[config.mk]
export PLATFORM = sky130hd
export DESIGN_NAME = mixer_ctrl_seq_flat
export DESIGN_NICKNAME = d
export VERILOG_FILES = /design/src/rtl/mixer_ctrl_seq_if.sv /design/src/rtl/mixer_ctrl_seq.sv /design/src/flat_wrapper.sv
export SDC_FILE = /design/constraint.sdc
export NUM_CORES = 1
export LEC_CHECK = 0
export ABC_AREA = 1
export BUFFER_PORTS_ARGS = -buffer_cell sky130_fd_sc_hd__buf_2
export CAP_MARGIN = 15
export CORE_ASPECT_RATIO = 1.4
export CORE_UTILIZATION = 52
export DETAILED_ROUTE_END_ITERATION = 12
export HOLD_SLACK_MARGIN = 0.02
export PLACE_DENSITY = 0.81
export SYNTH_ARGS = -nofsm -noshare
export SYNTH_HDL_FRONTEND = slang
export SYNTH_SLANG_ARGS = --single-unit
[constraint.sdc]
create_clock -name clk -period 1.88 [get_ports clk]
set_clock_uncertainty 0.2 [all_clocks]
set_input_delay 0.376 -clock clk [delete_from_list [all_inputs] [get_ports clk]]
set_output_delay 0.376 -clock clk [all_outputs]
set_load 0.05 [all_outputs]
[src/rtl/mixer_ctrl_seq_if.sv]
// mixer_ctrl_seq_if: native CPU bus (valid/address/wdata/wstrb -> rdata/ready) for the mixer controller
interface mixer_ctrl_seq_if #(
   parameter int ADDR_W = 2,
   parameter int DATA_W = 32
);
   logic              valid;
   logic [ADDR_W-1:0] address;
   logic [DATA_W-1:0] wdata;
   logic              wstrb;
   logic [DATA_W-1:0] rdata;
   logic              ready;
   modport master (output valid, address, wdata, wstrb, input rdata, ready);
   modport slave (input valid, address, wdata, wstrb, output rdata, ready);
endinterface

[src/rtl/mixer_ctrl_seq.sv]
// mixer_ctrl_seq: CPU-programmable pd/ota/buff power sequencer for N_CH mixer channels; MIXER_CTRL_IRQ_EN adds irq
module mixer_ctrl_seq #(
   parameter int N_CH     = 2,
   parameter int BUFF_W   = 2,
   parameter int SETTLE_W = 8,
   parameter int ADDR_W   = 2,
   parameter int DATA_W   = 32
) (
   input  logic                   clk,
   input  logic                   rst,
   mixer_ctrl_seq_if.slave        bus,
   output logic [N_CH-1:0]        pd,
   output logic [N_CH-1:0]        ota,
   output logic [N_CH*BUFF_W-1:0] buff
`ifdef MIXER_CTRL_IRQ_EN
   ,
   output logic                   irq
`endif
);
   typedef enum logic [2:0] {IDLE, STEP1, WAIT1, STEP2, WAIT2, STEP3} state_t;
   state_t state, state_n;
   logic [N_CH-1:0] en_tgt, en_cur, up, dn, dn_act;
   logic [BUFF_W-1:0] buff_cfg, buff_d;
   logic [SETTLE_W-1:0] settle, counter;
   logic [DATA_W-1:0] rd_mux;
   logic done, busy, wr;
   assign busy = state != IDLE;
   assign dn_act = busy ? dn : '0;
   assign wr = bus.valid && bus.wstrb;
`ifdef MIXER_CTRL_IRQ_EN
   logic irq_en;
   logic [N_CH:0] ctrl_rd;
   assign ctrl_rd = {irq_en, en_tgt};
   assign irq = done && irq_en;
`else
   logic [N_CH-1:0] ctrl_rd;
   assign ctrl_rd = en_tgt;
`endif
   // register read view
   always_comb
      rd_mux = bus.address == ADDR_W'(0) ? DATA_W'(ctrl_rd) :
               bus.address == ADDR_W'(1) ? DATA_W'(buff_cfg) :
               bus.address == ADDR_W'(2) ? DATA_W'(settle) :
               DATA_W'({en_cur, done, busy});
   // one-cycle acknowledge, registered read data and CPU-writable registers
   always_ff @(posedge clk or posedge rst)
      if (rst) begin
         bus.ready <= 1'b0;
         bus.rdata <= '0;
         en_tgt    <= '0;
         buff_cfg  <= '0;
         buff_d    <= '0;
         settle    <= '0;
`ifdef MIXER_CTRL_IRQ_EN
         irq_en    <= 1'b0;
`endif
      end else begin
         bus.ready <= bus.valid;
         if (bus.valid && !bus.wstrb) bus.rdata <= rd_mux;
         if (wr && bus.address == ADDR_W'(0)) en_tgt <= bus.wdata[N_CH-1:0];
`ifdef MIXER_CTRL_IRQ_EN
         if (wr && bus.address == ADDR_W'(0)) irq_en <= bus.wdata[N_CH];
`endif
         if (wr && bus.address == ADDR_W'(1)) buff_cfg <= bus.wdata[BUFF_W-1:0];
         if (wr && bus.address == ADDR_W'(2)) settle <= bus.wdata[SETTLE_W-1:0];
         buff_d <= buff_cfg;
      end
   // sequencer state register
   always_ff @(posedge clk or posedge rst)
      if (rst) state <= IDLE;
      else state <= state_n;
   // step order; a zero settle skips the wait state so steps land on consecutive edges
   always_comb begin
      state_n = state;
      case (state)
         IDLE:    state_n = en_tgt != en_cur ? STEP1 : IDLE;
         STEP1:   state_n = settle == '0 ? STEP2 : WAIT1;
         WAIT1:   state_n = counter == '0 ? STEP2 : WAIT1;
         STEP2:   state_n = settle == '0 ? STEP3 : WAIT2;
         WAIT2:   state_n = counter == '0 ? STEP3 : WAIT2;
         STEP3:   state_n = IDLE;
         default: state_n = IDLE;
      endcase
   end
   // channel outputs, latched masks, settle counter and completion flag
   always_ff @(posedge clk or posedge rst)
      if (rst) begin
         up      <= '0;
         dn      <= '0;
         en_cur  <= '0;
         counter <= '0;
         done    <= 1'b0;
         pd      <= '1;
         ota     <= '0;
         buff    <= '0;
      end else begin
         if (state == IDLE) begin
            up <= en_tgt & ~en_cur;
            dn <= en_cur & ~en_tgt;
         end
         counter <= state == STEP1 || state == STEP2 ? settle - SETTLE_W'(1) :
                    (state == WAIT1 || state == WAIT2) && counter != '0 ? counter - SETTLE_W'(1) : counter;
         pd <= state == STEP1 ? pd & ~up : state == STEP3 ? pd | dn : pd;
         ota <= state == STEP2 ? (ota | up) & ~dn : ota;
         en_cur <= state == STEP3 ? (en_cur | up) & ~dn : en_cur;
         done <= state == STEP3 ? 1'b1 : wr && bus.address == ADDR_W'(3) ? 1'b0 : done;
         for (int i = 0; i < N_CH; i++)
            buff[i*BUFF_W +: BUFF_W] <= state == STEP1 && dn[i] ? '0 :
                                        state == STEP3 && up[i] ? buff_cfg :
                                        en_cur[i] && !dn_act[i] ? buff_d : buff[i*BUFF_W +: BUFF_W];
      end
endmodule

[src/flat_wrapper.sv]
// flat-port wrapper written by rule: the top's interface ports become plain ports
module mixer_ctrl_seq_flat 
#(
   parameter int N_CH     = 2,
   parameter int BUFF_W   = 2,
   parameter int SETTLE_W = 8,
   parameter int ADDR_W   = 2,
   parameter int DATA_W   = 32
)
  (clk, rst, pd, ota, buff, bus_valid, bus_address, bus_wdata, bus_wstrb, bus_rdata, bus_ready);
  mixer_ctrl_seq_if #(.ADDR_W(ADDR_W), .DATA_W(DATA_W)) bus_i ();
  input  logic clk;
  input  logic rst;
  output logic [N_CH-1:0] pd;
  output logic [N_CH-1:0] ota;
  output logic [N_CH*BUFF_W-1:0] buff;
  input wire logic [$bits(bus_i.valid)-1:0] bus_valid;
  input wire logic [$bits(bus_i.address)-1:0] bus_address;
  input wire logic [$bits(bus_i.wdata)-1:0] bus_wdata;
  input wire logic [$bits(bus_i.wstrb)-1:0] bus_wstrb;
  output wire logic [$bits(bus_i.rdata)-1:0] bus_rdata;
  output wire logic [$bits(bus_i.ready)-1:0] bus_ready;
  assign bus_i.valid = bus_valid;
  assign bus_i.address = bus_address;
  assign bus_i.wdata = bus_wdata;
  assign bus_i.wstrb = bus_wstrb;
  assign bus_rdata = bus_i.rdata;
  assign bus_ready = bus_i.ready;
  mixer_ctrl_seq #(.N_CH(N_CH), .BUFF_W(BUFF_W), .SETTLE_W(SETTLE_W), .ADDR_W(ADDR_W), .DATA_W(DATA_W)) u_core (.clk(clk), .rst(rst), .bus(bus_i), .pd(pd), .ota(ota), .buff(buff));
endmodule
==> results of run 1 <==
-- what timing repair did --
item / CTS / global route
resized for setup: 4 / 11
endpoints found under the hold margin: 48 / 0
setup buffers: 0 / 5
endpoints found under the setup margin: 3 / 8
pin swaps: 0 / 5
hold buffers: 2 / 0
-- power groups by stage --
stage	logic (mW)	clock network, mW	registers (mW)
floorplan	1.62	0	1.93
global placement	2.44	0	1.61
detailed placement	2.51	0	1.62
CTS	2.54	0.790	1.62
global route	3.05	0.827	1.65
finish	2.78	0.775	1.62
-- metrics by stage --
step	utilization [%]	setup TNS [ns]
floorplan	-	0
global placement	59.2	0
detailed placement	59.2	-0.0261
CTS	62.3	0
global route	63.9	-0.109
finish	63.9	0
-- worst max-delay path: cells and delay by family, from the launching register on --
kind	cells	cell delay, ns
buffers and inverters	2	0.24
DFF	1	0.41
and+or+nand+nor	9	0.85
-- worst max path at each step --
stage,endpoint,slack [ns],cells after the start,startpoint
final,u_core.counter[6]$_DFFE_PP0P_,0.07,11,u_core.state[2]$_DFF_PP0_
after detailed placement,u_core.counter[6]$_DFFE_PP0P_,-0.02,11,u_core.state[1]$_DFF_PP0_
after CTS,u_core.counter[6]$_DFFE_PP0P_,0.03,11,u_core.state[2]$_DFF_PP0_
after global placement,u_core.counter[6]$_DFFE_PP0P_,0.02,10,u_core.state[0]$_DFF_PP0_
after floorplan,u_core.buff[0]$_DFFE_PP0P_,0.13,1,rst
after global routing,u_core.counter[7]$_DFFE_PP0P_,-0.03,11,u_core.state[2]$_DFF_PP0_
-- kinds of logic (layout without fill, tap and decap cells) --
family,Yosys count,after routing,synth area share [%]
simple gates,131,131,22.7
buf+inv,80,110,15.3
compound gates,63,63,13.9
flops,49,49,45.6
fa+ha+maj,5,5,2.32
other cells,1,24,0.139
-- registers in the layout, summed over array words and instances, names as in the netlist, 3 cells and up --
register / cells
u_core.counter: 8
u_core.settle: 8
u_core.buff: 4
u_core.bus.rdata: 8
u_core.state: 3
-- synth_stat cells (all sizes together) --
cell,instances,share of area (%)
nand2,77,12
inv,51,7.1
dfrtp,47,44
o21ai,35,6.5
buf,27,7.9
nor2,25,4.4
nand3,21,4.5
a21oi,9,2.1
o211ai,7,1.9
o22ai,6,1.4
ha,5,2.3
nand3b,3,0.84
nand4,3,0.70
a2bb2oi,2,0.65
clkbuf,2,0.28
dfstp,2,1.9
a21boi,1,0.28
a31oi,1,0.46
conb,1,0.14
nor3,1,0.19
o21bai,1,0.28
o311ai,1,0.32
or2,1,0.23
-- layout make-up --
class / count / area (um^2) / area share (%)
well taps: 64 / 80.1 / 2.55
flip-flops and latches: 49 / 1230 / 39.1
inverters: 51 / 191 / 6.09
clock inverters: 1 / 30.0 / 0.956
repair buffers: 51 / 325 / 10.4
clock buffers: 7 / 86.3 / 2.75
multi-input cells: 223 / 1200 / 38.2
-- per-layer routing --
metal	wire, um	global-route usage, %	up-vias
li1	-	-	1108
met1	2200	22.8	1075
met2	3200	40.5	40
met3	111	3.80	19
met4	169	11.4	0
met5	0	0	-
==> out/results.tsv, run 1 <==
stage	metric	value	unit
route	drt via density	5.03	
setup_path	worst path required time	1.88	ns
place	dpl cell area	0.00291	mm^2
synthesis	FF+latch count, synth	49	
sta	RSZ-0062 raised after global routing	yes	
pwr	Sw Pwr	2.35	mW
sta	Final Hold Fails	0	
setup_path	path depth of the worst reg2reg path	11	
layout	share of layout cells above drive strength 1	23.8	%
flow_run	number of max-cap violations	0	
setup_path	CP Launch Type	flip-flop	
place	Final HPWL DP	4220	um
clocking	H-Tree Depth	2	
clocking	TritonCTS clock tree	built	
min_path	hold endpoint	u_core.settle[6]$_DFFE_PP0P_	
pwr	leakage power	1.66	nW
route	Vias	2242	
die	Die ar.	0.00548	mm^2
clocking	Clock Latency Late Sink	0.30	ns
setup_path	Top cell by count, worst path	nand2_1	
die	I/O Pins	79	
layout	ant diodes	0	
place	# port buffers	30	
pwr	sw frac	45.3	%
min_path	hold depth	3	
global_routing	GRT overflow	0	
pwr	PwrDens	1650	mW/mm^2
clocking	clock sink count	49	
layout	Final Cell Area	0.00314	mm^2
clocking	CTS Buf Count	5	
layout	leading cell type in the layout, fill and taps excluded	nand2_1	
setup_path	R2R Path End	u_core.counter[6]$_DFFE_PP0P_	
route	drt first pass iters	4	
route	Total Wirelength	5680	um
die	DIE WIDTH	62.9	um
synthesis	synth unique cells	32	
sta	Final period util	96.5	%
global_routing	GRT Total Usage	21.6	%
global_routing	vias in the first global route	2141	
setup_path	Worst path slowest cell	dfrtp_1	
layout	Nets	424	
sta	final worst path period need	1.81	ns
route	Starting DRT DRC Count	133	
clocking	clk slew on worst S/H paths	0.09	ns
place	RePlAce Congestion	0.862	
route	Post-DRT Antenna Nets	0	
min_path	Hold Crit Start	bus_wdata[6]	
min_path	HP Class	input port to flip-flop	
die	Initial Utilization	54.8	%
pwr	peak supply drop	0.781	mV
setup_path	Worst Setup End Kind	flip-flop	
synthesis	total of warnings raised by yosys	0	
pwr	internal power	2.83	mW
place	dpl cells	431	
route	# DRC	0	
clocking	Clock Root Buffer	clkbuf_8	
global_routing	global-route wire length before repair	9230	um
pwr	total chip power	5.17	mW
layout	Syn-to-layout area delta	16.5	%
pwr	Clock power frac	15.0	%
sta	final setup fails	0	
synthesis	post-synthesis sequential area ratio	45.6	%
layout	Non-Filler Instances	446	
die	Die Span Y	87.2	um
clocking	CTS max path bufs	2	
synthesis	Mapped Area	0.00270	mm^2
pwr	Seq pwr share	31.4	%
layout	commonest cells after routing, fill and taps aside	66 x nand2_1, 46 x dfrtp_1, 45 x inv_1	
sta	Min Hold Slack	0.124	ns
global_routing	largest net degree at the start of global routing	50	
synthesis	Syn Inst Count	329	
global_routing	antenna violations before repair	0	
setup_path	crit-path cells	inv_2, nand3_4, nand2_4, buf_4, nand2_1, nand2_1, nand2_4, nor2_4, nand3_1, nand3_1, nand2_1	
run_status	outcome	complete, no violations	
setup_path	slack of the worst reg-to-reg path	0.07	ns
sta	FMAX	551	MHz
layout	# fillers	422	
sta	Setup WS post-layout	0.0666	ns
synthesis	Mean Syn Cell Area	8.20	um^2
setup_path	crit path kind	flip-flop to flip-flop	
setup_path	worst stage delay on the critical path	0.41	ns
route	routed len/inst	12.7	um
setup_path	Worst Path Max Fanout	6	
die	core area	0.00492	mm^2
setup_path	RR Startpoint	u_core.state[2]$_DFF_PP0_	
setup_path	Critical Path AT	1.81	ns
pwr	power share of the combinational group	53.7	%
sta	Final Slew Violations	0	
die	Rows	30	
place	setup slack at placement	-0.0221	ns
(Power assumes the default switching activity.)
==> run 2: changes to the inputs <==
BUFFER_PORTS_ARGS = default   (was -buffer_cell sky130_fd_sc_hd__buf_2)
CORE_UTILIZATION = 63   (was 52)
DONT_BUFFER_PORTS = 1   (was default)
PLACE_DENSITY = 0.8   (was 0.81)
==> run 2 against run 1 <==
Compared with the run above: the run now ends with design-rule violations left; sequential share of layout area rose by 1.2 points; total power fell by 0.37%; maximum frequency down 0.74%; critical path type unchanged; flip-flop and latch count is the same; design area shrank 3.1%; clock power up 2.6%; via count shrank 3.6%; wire length shrank 0.11%; critical path depth stayed put; hold slack lost 0.10 ns; setup slack got worse by 0.013 ns; sequential power grew 23%.
==> out/results.tsv, run 2 (synthesis gave the netlist of run 1 again) <==
stage	metric	value	unit	change
pwr	total chip power	5.15	mW	was 5.17 mW
clocking	Clock Latency Late Sink	0.32	ns	was 0.30 ns
die	Die Span Y	79.4	um	was 87.2 um
sta	final worst path period need	1.83	ns	was 1.81 ns
flow_run	number of max-cap violations	0		unchanged
setup_path	Worst Path Max Fanout	6		unchanged
setup_path	CP Launch Type	flip-flop		unchanged
run_status	outcome	complete, but fails checks		was complete, no violations
pwr	peak supply drop	1.05	mV	was 0.781 mV
layout	Final Util	75.8	%	was 63.9%
pwr	leakage power	1.57	nW	was 1.66 nW
clocking	clock sink count	49		unchanged
place	setup slack at placement	-0.0691	ns	was -0.0221 ns
die	core area	0.00402	mm^2	was 0.00492 mm^2
layout	Nets	403		was 424
die	DIE WIDTH	57.3	um	was 62.9 um
clocking	Clock Root Buffer	clkbuf_8		unchanged
global_routing	GRT overflow	0		unchanged
layout	Syn-to-layout area delta	12.9	%	was 16.5%
sta	final setup fails	0		unchanged
sta	Final Slew Violations	0		unchanged
clocking	clk slew on worst S/H paths	0.10	ns	was 0.09 ns
pwr	PwrDens	1690	mW/mm^2	was 1650 mW/mm^2
place	Final HPWL DP	4050	um	was 4220 um
layout	commonest cells after routing, fill and taps aside	67 x nand2_1, 46 x dfrtp_1, 44 x inv_1		was 66 x nand2_1, 46 x dfrtp_1, 45 x inv_1
setup_path	Critical Path AT	1.84	ns	was 1.81 ns
setup_path	Top cell by count, worst path	nand2_1		unchanged
global_routing	GRT Total Usage	26.1	%	was 21.6%
clocking	CTS Buf Count	5		unchanged
setup_path	worst path required time	1.89	ns	was 1.88 ns
die	I/O Pins	79		unchanged
layout	leading cell type in the layout, fill and taps excluded	nand2_1		unchanged
sta	Final period util	97.2	%	was 96.5%
route	Starting DRT DRC Count	121		was 133
route	drt first pass iters	8		was 4
route	drt via density	5.35		was 5.03
setup_path	crit path kind	flip-flop to flip-flop		unchanged
global_routing	antenna violations before repair	0		unchanged
sta	Setup TNS Final	0	ns	unchanged
layout	ant diodes	0		unchanged
clocking	H-Tree Depth	2		unchanged
setup_path	worst stage delay on the critical path	0.43	ns	was 0.41 ns
route	Total Wirelength	5680	um	about the same
die	Rows	27		was 30
sta	FMAX	547	MHz	was 551 MHz
die	Initial Utilization	67.1	%	was 54.8%
route	Vias	2162		was 2242
setup_path	crit-path leading delay family	simple AND/OR/NAND/NOR gates		unchanged
clocking	CTS max path bufs	2		unchanged
place	# port buffers	0		was 30
global_routing	vias in the first global route	2013		was 2141
setup_path	Worst Setup End Kind	flip-flop		unchanged
place	RePlAce Congestion	0.899		was 0.862
sta	Final Hold Fails	0		unchanged
route	routed len/inst	14.1	um	was 12.7 um
global_routing	largest net degree at the start of global routing	20		was 50
die	Die ar.	0.00455	mm^2	was 0.00548 mm^2
setup_path	Worst path slowest cell	dfrtp_1		unchanged
min_path	HP Class	input port to flip-flop		unchanged
layout	biggest regs	u_core.bus.rdata x8, u_core.counter x8, u_core.settle x8		unchanged
run_status	failing checks	design-rule violations		
setup_path	crit-path cells	inv_4, nand3_4, nand2_4, buf_4, nand2_1, nand2_1, nand2_4, nor2_4, nand3_1, nand3_1, nand2_1		was inv_2, nand3_4, nand2_4, buf_4, nand2_1, nand2_1, nand2_4, nor2_4, nand3_1, nand3_1, nand2_1
global_routing	global-route wire length before repair	8970	um	was 9230 um
route	Post-DRT Antenna Nets	0		unchanged
setup_path	Worst Path Buf+Inv	2		unchanged
sta	Setup WS post-layout	0.0532	ns	was 0.0666 ns
layout	share of layout cells above drive strength 1	17.7	%	was 23.8%
clocking	TritonCTS clock tree	built		unchanged
route	# DRC	3		was 0
run 2: changes by cell type in the layout (fill, tap and decap cells not counted), moves of 2 or more:
cell / previous run / this run
buf_6: 0 / 2
dlygate4sd3_1: 2 / 8
buf_4: 18 / 20
buf_2: 30 / 0
run 2: repair_timing:
action	CTS	global route
resized for setup	3	15
hold endpoints to repair	21	0
pin swaps	0	6
setup buffers	0	7
hold buffers	8	0
endpoints found under the setup margin	3	7
run 2: metrics by stage:
| step | hold WS, ns | std cells | area [um^2] |
|---|---|---|---|
| after global routing | 0.0436 | 404 | 3050 |
| after CTS | 0.0222 | 397 | 2940 |
| after detailed placement | 0.0320 | 381 | 2730 |
| after floorplan | 0.200 | 352 | 2780 |
| after global placement | 0.0283 | 381 | 2730 |
| final | 0.0226 | 404 | 3050 |
run 2: cell type report:
cell class                      count  area (um^2)
Sequential cell                    49         1230
Multi-Input combinational cell    223         1200
Fill cell                         294          975
Timing Repair Buffer               30          253
Inverter                           51          194
Clock buffer                        5         68.8
Tap cell                           43         53.8
Clock inverter                      3         50.0
run 2: worst paths after layout:
check	startpoint	endpoint	slack, ns	depth (start not counted)
min in group asynchronous	rst	u_core.counter[3]$_DFFE_PP0P_	0.26	2
setup / recovery	u_core.state[2]$_DFF_PP0_	u_core.counter[7]$_DFFE_PP0P_	0.05	11
max in group asynchronous	rst	u_core.counter[5]$_DFFE_PP0P_	0.66	3
hold reg to reg	u_core.buff_cfg[0]$_DFFE_PP0P_	u_core.buff_d[0]$_DFF_PP0_	0.27	0
setup reg to reg	u_core.state[2]$_DFF_PP0_	u_core.counter[7]$_DFFE_PP0P_	0.05	11
hold / removal	bus_wdata[4]	u_core.settle[4]$_DFFE_PP0P_	0.02	2
run 2: metal layers:
layer	global-route usage [%]	vias to the layer above	wire (um)
met3	4.86	12	177
met1	30.4	1035	2270
met2	45.8	48	3090
met4	12.4	0	136
li1	-	1067	-
met5	0	-	0
run 2: report_power, final:
part           switching (mW)  leakage (nW)  internal (mW)  total, mW
clock                   0.387        0.0603          0.408      0.795
sequential              0.601         0.604           1.39       1.99
combinational            1.41         0.904          0.959       2.37
run 2: worst reg2reg max path, cell delays in order (launching register included):
cell     delay [ns]
dfrtp_1        0.43
inv_4          0.12
nand3_4        0.12
nand2_4        0.11
buf_4          0.14
nand2_1        0.06
nand2_1        0.13
nand2_4        0.10
nor2_4         0.12
nand3_1        0.08
nand3_1        0.08
nand2_1        0.05
